<file path="config.mk">
export PLATFORM = sky130hd
export DESIGN_NAME = onehot_pos_decoder
export DESIGN_NICKNAME = d
export VERILOG_FILES = /design/src/rtl/rana_pkg.sv /design/src/rtl/onehot_pos_cooldown.sv /design/src/rtl/onehot_pos_decoder.sv
export SDC_FILE = /design/constraint.sdc
export NUM_CORES = 1
export LEC_CHECK = 0
export BUFFER_PORTS_ARGS = -buffer_cell sky130_fd_sc_hd__buf_2
export CELL_PAD_IN_SITES_DETAIL_PLACEMENT = 0
export CELL_PAD_IN_SITES_GLOBAL_PLACEMENT = 1
export CORE_MARGIN = 2
export CORE_UTILIZATION = 42
export DETAILED_ROUTE_END_ITERATION = 12
export PLACE_DENSITY_LB_ADDON = 0.1
export SLEW_MARGIN = 20
export SYNTH_ARGS = -nofsm -noshare
export SYNTH_HDL_FRONTEND = slang
export SYNTH_SLANG_ARGS = --single-unit
</file>
<file path="constraint.sdc">
create_clock -name ONEHOT_POS_CLOCK_50 -period 2.5 [get_ports ONEHOT_POS_CLOCK_50]
set_input_delay 0.125 -clock ONEHOT_POS_CLOCK_50 [delete_from_list [all_inputs] [get_ports ONEHOT_POS_CLOCK_50]]
set_output_delay 0.125 -clock ONEHOT_POS_CLOCK_50 [all_outputs]
set_load 0.05 [all_outputs]
</file>
<file path="src/rtl/rana_pkg.sv">
// rana_pkg: shared direction encoding and index helpers for the frog (RANA)
// lane/column position logic.
package rana_pkg;

  // Move direction encoding.
  localparam logic [1:0] DIR_NONE  = 2'd0;
  localparam logic [1:0] DIR_LEFT  = 2'd1;
  localparam logic [1:0] DIR_RIGHT = 2'd2;

  // Widest one-hot vector the helpers can build; callers size-cast down.
  localparam int MAX_WIDTH = 64;

  // One-hot of idx within a width-bit vector; index 0 maps to the MSB.
  // An out-of-range idx yields all zeros.
  function automatic logic [MAX_WIDTH-1:0] idx_to_onehot(input int unsigned idx,
                                                          input int unsigned width);
    logic [MAX_WIDTH-1:0] v;
    v = '0;
    if (idx < width) begin
      v = {{(MAX_WIDTH-1){1'b0}}, 1'b1} << (width - 1 - idx);
    end
    return v;
  endfunction

  // Index one step in dir; at an edge either wraps or holds the index.
  function automatic int unsigned next_idx(input int unsigned idx,
                                           input logic [1:0]  dir,
                                           input logic        wrap,
                                           input int unsigned width);
    int unsigned n;
    n = idx;
    case (dir)
      DIR_LEFT: begin
        if (idx == 0) n = wrap ? (width - 1) : idx;
        else          n = idx - 1;
      end
      DIR_RIGHT: begin
        if (idx >= width - 1) n = wrap ? 0 : idx;
        else                  n = idx + 1;
      end
      default: n = idx;
    endcase
    return n;
  endfunction

endpackage

</file>
<file path="src/rtl/onehot_pos_cooldown.sv">
// onehot_pos_cooldown: move cool-down timer. A down-counter loaded with
// COOLDOWN on an accepted move, cleared by a load, decrementing to zero.
// o_ready is registered and always equals (counter == 0).
module onehot_pos_cooldown
  import rana_pkg::*;
#(
  parameter int CNT_WIDTH = 8,
  parameter int COOLDOWN  = 4
) (
  input  logic i_clk,
  input  logic i_rst_n,
  input  logic i_load,
  input  logic i_clear,
  output logic o_ready
);

  localparam logic [CNT_WIDTH-1:0] LP_LOAD_VAL = CNT_WIDTH'(COOLDOWN);

  logic [CNT_WIDTH-1:0] r_cnt;
  logic [CNT_WIDTH-1:0] w_cnt_next;
  logic                 r_ready;

  // Next counter value: clear wins over load, otherwise count down to zero.
  always_comb begin
    w_cnt_next = r_cnt;
    if (i_clear) begin
      w_cnt_next = '0;
    end else if (i_load) begin
      w_cnt_next = LP_LOAD_VAL;
    end else if (r_cnt != '0) begin
      w_cnt_next = r_cnt - 1'b1;
    end
  end

  // Counter and ready flag; ready is computed from the next count so the
  // registered flag tracks the counter in the same cycle.
  always_ff @(posedge i_clk or negedge i_rst_n) begin
    if (!i_rst_n) begin
      r_cnt   <= '0;
      r_ready <= 1'b1;
    end else begin
      r_cnt   <= w_cnt_next;
      r_ready <= (w_cnt_next == '0);
    end
  end

  assign o_ready = r_ready;

endmodule

</file>
<file path="src/rtl/onehot_pos_decoder.sv">
// onehot_pos_decoder: registered binary-index to one-hot position register
// for the frog (RANA) column select. Steps left/right with wrap or saturate,
// enforces a move cool-down, and accepts direct loads.
// Optional feature: define ONEHOT_POS_BLOCK_EN to add ONEHOT_POS_Blocked_In,
// which refuses moves onto blocked positions.
module onehot_pos_decoder
  import rana_pkg::*;
#(
  parameter int SEL_WIDTH  = 3,
  parameter int DATA_WIDTH = 8,
  parameter int RESET_POS  = 0,
  parameter int COOLDOWN   = 4,
  parameter int CNT_WIDTH  = 8
) (
  input  logic                  ONEHOT_POS_CLOCK_50,
  input  logic                  ONEHOT_POS_RESET_InLow,
  input  logic                  ONEHOT_POS_Load_In,
  input  logic [SEL_WIDTH-1:0]  ONEHOT_POS_LoadIdx_In,
  input  logic                  ONEHOT_POS_Left_In,
  input  logic                  ONEHOT_POS_Right_In,
  input  logic                  ONEHOT_POS_Wrap_In,
`ifdef ONEHOT_POS_BLOCK_EN
  input  logic [DATA_WIDTH-1:0] ONEHOT_POS_Blocked_In,
`endif
  output logic [DATA_WIDTH-1:0] ONEHOT_POS_Data_Out,
  output logic [SEL_WIDTH-1:0]  ONEHOT_POS_Index_Out,
  output logic                  ONEHOT_POS_Ready_Out,
  output logic                  ONEHOT_POS_Moved_Out,
  output logic                  ONEHOT_POS_Bump_Out,
  output logic                  ONEHOT_POS_Error_Out
);

  // One extra bit so DATA_WIDTH itself is representable when it equals
  // 2**SEL_WIDTH.
  localparam int IDXW = SEL_WIDTH + 1;

  localparam logic [SEL_WIDTH-1:0]  LP_RESET_IDX = SEL_WIDTH'(RESET_POS);
  localparam logic [DATA_WIDTH-1:0] LP_RESET_OH  =
    DATA_WIDTH'(idx_to_onehot(RESET_POS, DATA_WIDTH));
  localparam logic [IDXW-1:0]       LP_LAST_IDX  = IDXW'(DATA_WIDTH - 1);
  localparam logic [IDXW-1:0]       LP_NUM_POS   = IDXW'(DATA_WIDTH);

  logic [SEL_WIDTH-1:0]  r_index;
  logic [DATA_WIDTH-1:0] r_data;
  logic                  r_moved;
  logic                  r_bump;
  logic                  r_error;

  logic [IDXW-1:0]       w_idx_ext;
  logic [IDXW-1:0]       w_load_ext;
  logic [IDXW-1:0]       w_target_ext;
  logic [DATA_WIDTH-1:0] w_target_oh;
  logic [DATA_WIDTH-1:0] w_next_oh;
  logic [SEL_WIDTH-1:0]  w_next_idx;
  logic [1:0]            w_dir;
  logic                  w_load_ok;
  logic                  w_at_edge;
  logic                  w_blocked;
  logic                  w_ready;
  logic                  w_moved;
  logic                  w_bump;
  logic                  w_error;
  logic                  w_cd_load;
  logic                  w_cd_clear;

  assign w_idx_ext  = {1'b0, r_index};
  assign w_load_ext = {1'b0, ONEHOT_POS_LoadIdx_In};
  assign w_load_ok  = (w_load_ext < LP_NUM_POS);

  // Resolve the requested direction; both or neither means no move.
  always_comb begin
    w_dir = DIR_NONE;
    if (ONEHOT_POS_Left_In && !ONEHOT_POS_Right_In) begin
      w_dir = DIR_LEFT;
    end else if (ONEHOT_POS_Right_In && !ONEHOT_POS_Left_In) begin
      w_dir = DIR_RIGHT;
    end
  end

  assign w_at_edge = ((w_dir == DIR_LEFT)  && (w_idx_ext == '0)) ||
                     ((w_dir == DIR_RIGHT) && (w_idx_ext == LP_LAST_IDX));

  assign w_target_ext = IDXW'(next_idx(32'(w_idx_ext), w_dir,
                                       ONEHOT_POS_Wrap_In, DATA_WIDTH));
  assign w_target_oh  = DATA_WIDTH'(idx_to_onehot(32'(w_target_ext), DATA_WIDTH));

`ifdef ONEHOT_POS_BLOCK_EN
  assign w_blocked = |(w_target_oh & ONEHOT_POS_Blocked_In);
`else
  assign w_blocked = 1'b0;
`endif

  // Per-cycle command priority: load, rejected load, conflicting move,
  // accepted move (or bump), otherwise hold.
  always_comb begin
    w_next_idx = r_index;
    w_moved    = 1'b0;
    w_bump     = 1'b0;
    w_error    = 1'b0;
    w_cd_load  = 1'b0;
    w_cd_clear = 1'b0;
    if (ONEHOT_POS_Load_In) begin
      if (w_load_ok) begin
        w_next_idx = ONEHOT_POS_LoadIdx_In;
        w_moved    = 1'b1;
        w_cd_clear = 1'b1;
      end else begin
        w_error    = 1'b1;
      end
    end else if (w_dir != DIR_NONE && w_ready) begin
      if (w_at_edge && !ONEHOT_POS_Wrap_In) begin
        w_bump = 1'b1;
      end else if (w_blocked) begin
        w_bump = 1'b1;
      end else begin
        w_next_idx = w_target_ext[SEL_WIDTH-1:0];
        w_moved    = 1'b1;
        w_cd_load  = 1'b1;
      end
    end
  end

  assign w_next_oh = DATA_WIDTH'(idx_to_onehot(32'(w_next_idx), DATA_WIDTH));

  // Position and pulse registers; one-hot and index are updated together so
  // they can never disagree.
  always_ff @(posedge ONEHOT_POS_CLOCK_50 or negedge ONEHOT_POS_RESET_InLow) begin
    if (!ONEHOT_POS_RESET_InLow) begin
      r_index <= LP_RESET_IDX;
      r_data  <= LP_RESET_OH;
      r_moved <= 1'b0;
      r_bump  <= 1'b0;
      r_error <= 1'b0;
    end else begin
      r_index <= w_next_idx;
      r_data  <= w_next_oh;
      r_moved <= w_moved;
      r_bump  <= w_bump;
      r_error <= w_error;
    end
  end

  onehot_pos_cooldown #(
    .CNT_WIDTH (CNT_WIDTH),
    .COOLDOWN  (COOLDOWN)
  ) u_cooldown (
    .i_clk   (ONEHOT_POS_CLOCK_50),
    .i_rst_n (ONEHOT_POS_RESET_InLow),
    .i_load  (w_cd_load),
    .i_clear (w_cd_clear),
    .o_ready (w_ready)
  );

  assign ONEHOT_POS_Data_Out  = r_data;
  assign ONEHOT_POS_Index_Out = r_index;
  assign ONEHOT_POS_Ready_Out = w_ready;
  assign ONEHOT_POS_Moved_Out = r_moved;
  assign ONEHOT_POS_Bump_Out  = r_bump;
  assign ONEHOT_POS_Error_Out = r_error;

endmodule
</file>
==> flow_summary.json <==
{
  "fin_setup_tns_ns": 0,
  "synth_xor_area_frac": 0.0459,
  "syn_avg_cell_area_um2": 10.6,
  "gr-total-overflow": 0,
  "vdd_ir_drop_max_mv": 0.473,
  "tightestPinTransition_ns": 0.530,
  "die_w_um": 60.4,
  "clock_sinks": 22,
  "worstSetupStartpoint": "ONEHOT_POS_Index_Out[0]$_DFF_PN0_",
  "clkTransAtPathRegs_ns": 0.12,
  "critPathMaxFanout": 7,
  "initial_utilization": 0.441,
  "clockRootBuffer": "clkbuf_4",
  "rows": 20,
  "drt-total-wl_mm": 2.53,
  "clock.fmax_ghz": 0.430,
  "synth_ff_type": "dfrtp_1",
  "finalSetupViolations": 0,
  "avgViaCountPerCell": 5.18,
  "firstDrtPassIters": 4,
  "dieArea_mm2": 0.00365,
  "dpl.hpwl_mm": 1.94,
  "grt_pass1_wl_mm": 4.19,
  "layout_commonest_cell": "buf_2",
  "drc": 0,
  "final_cell_mix": "22 x buf_2, 18 x dfrtp_1, 17 x nor2_1",
  "syn2layout_area_growth_pct": 17.7,
  "synth_area_mm2": 0.00134,
  "wire_per_inst_um": 12.8,
  "synthAdderAreaFrac": 0.0749,
  "clk_path_buf_depth": 2,
  "grt_max_degree": 23,
  "max_cap_violations": 0,
  "port-buffer-count": 22,
  "rrSetupSlack_ns": 0.17,
  "antenna_found_initial": 0,
  "yosys_warnings": 0,
  "synthDominantCellAreaShare": 0.375,
  "synth_area_leader_cell": "dfrtp_1",
  "leakage_nw": 0.730,
  "layout-drive-gt1-share": 0.364,
  "slew_viol_final": 0,
  "nNetsFinal": 172,
  "netlist_instances": 126,
  "ys_types": 47,
  "finalCritPeriodShare": 0.930,
  "vias": 1025,
  "synth_top_family_by_area": "simple AND/OR/NAND/NOR gates",
  "reg2reg_depth": 8,
  "synthArstFlopShare": 1.00,
  "power_density_mw_per_mm2": 1110,
  "antennaDiodeCount": 0,
  "ios": 24,
  "cts_tree": "yes",
  "grt_pass1_vias": 899,
  "critical_path_class": "register to register",
  "synthSimpleGateAreaFrac": 0.275,
  "finalHoldViolations": 0,
  "synth-compound-area-share": 0.0983,
  "slew_headroom": 0.646,
  "utilization": 0.519,
  "worstSetupEndpoint": "ONEHOT_POS_Data_Out[3]$_DFF_PN0_",
  "grt_setup_unrepaired": "false",
  "die_y_um": 60.4,
  "gp_congestion": 0.826,
  "status": "finished clean",
  "rr_startpoint": "ONEHOT_POS_Index_Out[0]$_DFF_PN0_",
  "clock_skew_ns": 0.00357,
  "synth_edf_count": 0,
  "crit_path_end_kind": "register",
  "hold_path_class": "input port to register",
  "grtUsageTotal": 0.158,
  "synth_mux_area_frac": 0.0375,
  "timing.rr.end": "ONEHOT_POS_Data_Out[3]$_DFF_PN0_",
  "ys_seq_area_frac": 0.414,
  "ys_ff_latch": 22,
  "coreArea_mm2": 0.00303,
  "cts_buffers": 3,
  "hold_ws_ns": 0.137,
  "startpoint_type": "register",
  "insertion_delay_ns": 0.30,
  "drt_iter0_markers": 33,
  "finalCriticalPeriod_ns": 2.33,
  "worstPathArrival_ns": 2.55,
  "syn_nets": 143,
  "ant_nets": 0,
  "htree_num_levels": 1,
  "yosys-top-cells-area": "dfrtp_1 37%, ha_1 7.5%, nor2_1 4.8%, nor3_2 4.5%, dfstp_2 3.9%",
  "cp.required_ns": 2.72
}
[worst min path at each step]
stage / startpoint / endpoint / slack (ns) / depth (start not counted)
after global routing: ONEHOT_POS_Load_In / u_cooldown.r_cnt[2]$_DFF_PN0_ / 0.13 / 2
after CTS: ONEHOT_POS_Load_In / u_cooldown.r_cnt[2]$_DFF_PN0_ / 0.12 / 2
after floorplan: ONEHOT_POS_RESET_InLow / ONEHOT_POS_Bump_Out$_DFF_PN0_ / -0.17 / 0
after global placement: ONEHOT_POS_RESET_InLow / ONEHOT_POS_Moved_Out$_DFF_PN0_ / 0.11 / 1
after detailed placement: ONEHOT_POS_RESET_InLow / u_cooldown.r_cnt[1]$_DFF_PN0_ / 0.11 / 1
final: ONEHOT_POS_Load_In / u_cooldown.r_cnt[2]$_DFF_PN0_ / 0.14 / 2
[cell usage after synthesis (all sizes together) (2+ instances only)]
| master | n |
|---|---|
| nor3 | 13 |
| a211oi | 2 |
| nor2 | 17 |
| buf | 3 |
| xor2 | 2 |
| dfrtp | 20 |
| nand3b | 4 |
| a21oi | 4 |
| or2b | 2 |
| ha | 8 |
| dfstp | 2 |
| inv | 8 |
| mux2i | 5 |
| xnor2 | 5 |
| o311ai | 2 |
| or4 | 2 |
| nor3b | 2 |
| o22ai | 2 |
| nand2 | 4 |
[critical path, stage by stage (launching register included)]
cell	delay, ns
dfrtp_2	0.43
ha_1	0.20
ha_1	0.24
and3b_2	0.27
or4_4	0.50
a211oi_2	0.16
or3_4	0.20
inv_4	0.06
nor3_2	0.18
[sequential cells by signal, summed over array words and instances (netlist names)]
| name | flops |
|---|---|
| ONEHOT_POS_Data_Out | 8 |
| u_cooldown.r_cnt | 8 |
| ONEHOT_POS_Index_Out | 3 |
| ONEHOT_POS_Bump_Out | 1 |
| ONEHOT_POS_Moved_Out | 1 |
| u_cooldown.o_ready | 1 |
[layout make-up]
type | instances | area (µm²)
well taps | 44 | 55.1
repair buffers | 27 | 150
fillers | 261 | 1460
flip-flops and latches | 22 | 556
clock inverters | 1 | 30.0
multi-input cells | 92 | 714
inverters | 9 | 45.0
clock buffers | 3 | 22.5
[where the power goes]
| part | total, mW | internal [mW] | leakage, nW | switching, mW |
|---|---|---|---|---|
| combinational | 0.939 | 0.356 | 0.423 | 0.583 |
| sequential | 0.548 | 0.462 | 0.279 | 0.0857 |
| clock | 0.266 | 0.162 | 0.0279 | 0.104 |
| total | 1.75 | 0.980 | 0.730 | 0.772 |
[layer usage]
layer  GRT usage  vias to the layer above  wire length [µm]
met1       0.223                      485              1240
li1            -                      501                 -
met3      0.0405                        8               105
met4      0.0635                        0                46
met2       0.231                       31              1130
met5           0                        -                 0
[cells by family after synthesis]
logic type,count (synthesis)
flip-flops,22
multiplexers,5
AND/OR/NAND/NOR,56
AO/OA/AOI/OAI,15
other,1
XOR/XNOR,7
buffers and inverters,12
adder cells (fa/ha/maj),8
[through the flow]
step / worst slack [ns] / instances / cell area, µm² / total power [mW]
finish: 0.174 / 198 / 1570 / 1.75
floorplan: 0.0205 / 126 / 1340 / 1.30
global route: 0.0390 / 198 / 1570 / 1.90
global placement: 0.132 / 191 / 1490 / 1.47
detailed placement: 0.105 / 191 / 1490 / 1.48
CTS: 0.0828 / 196 / 1560 / 1.75
[what timing repair did]
item,CTS,global route
setup endpoints to repair,0,4
setup buffers,0,2
resized for setup,0,1
endpoints found under the hold margin,20,0
hold buffers,1,0
Power figures use the tool's default switching activity.
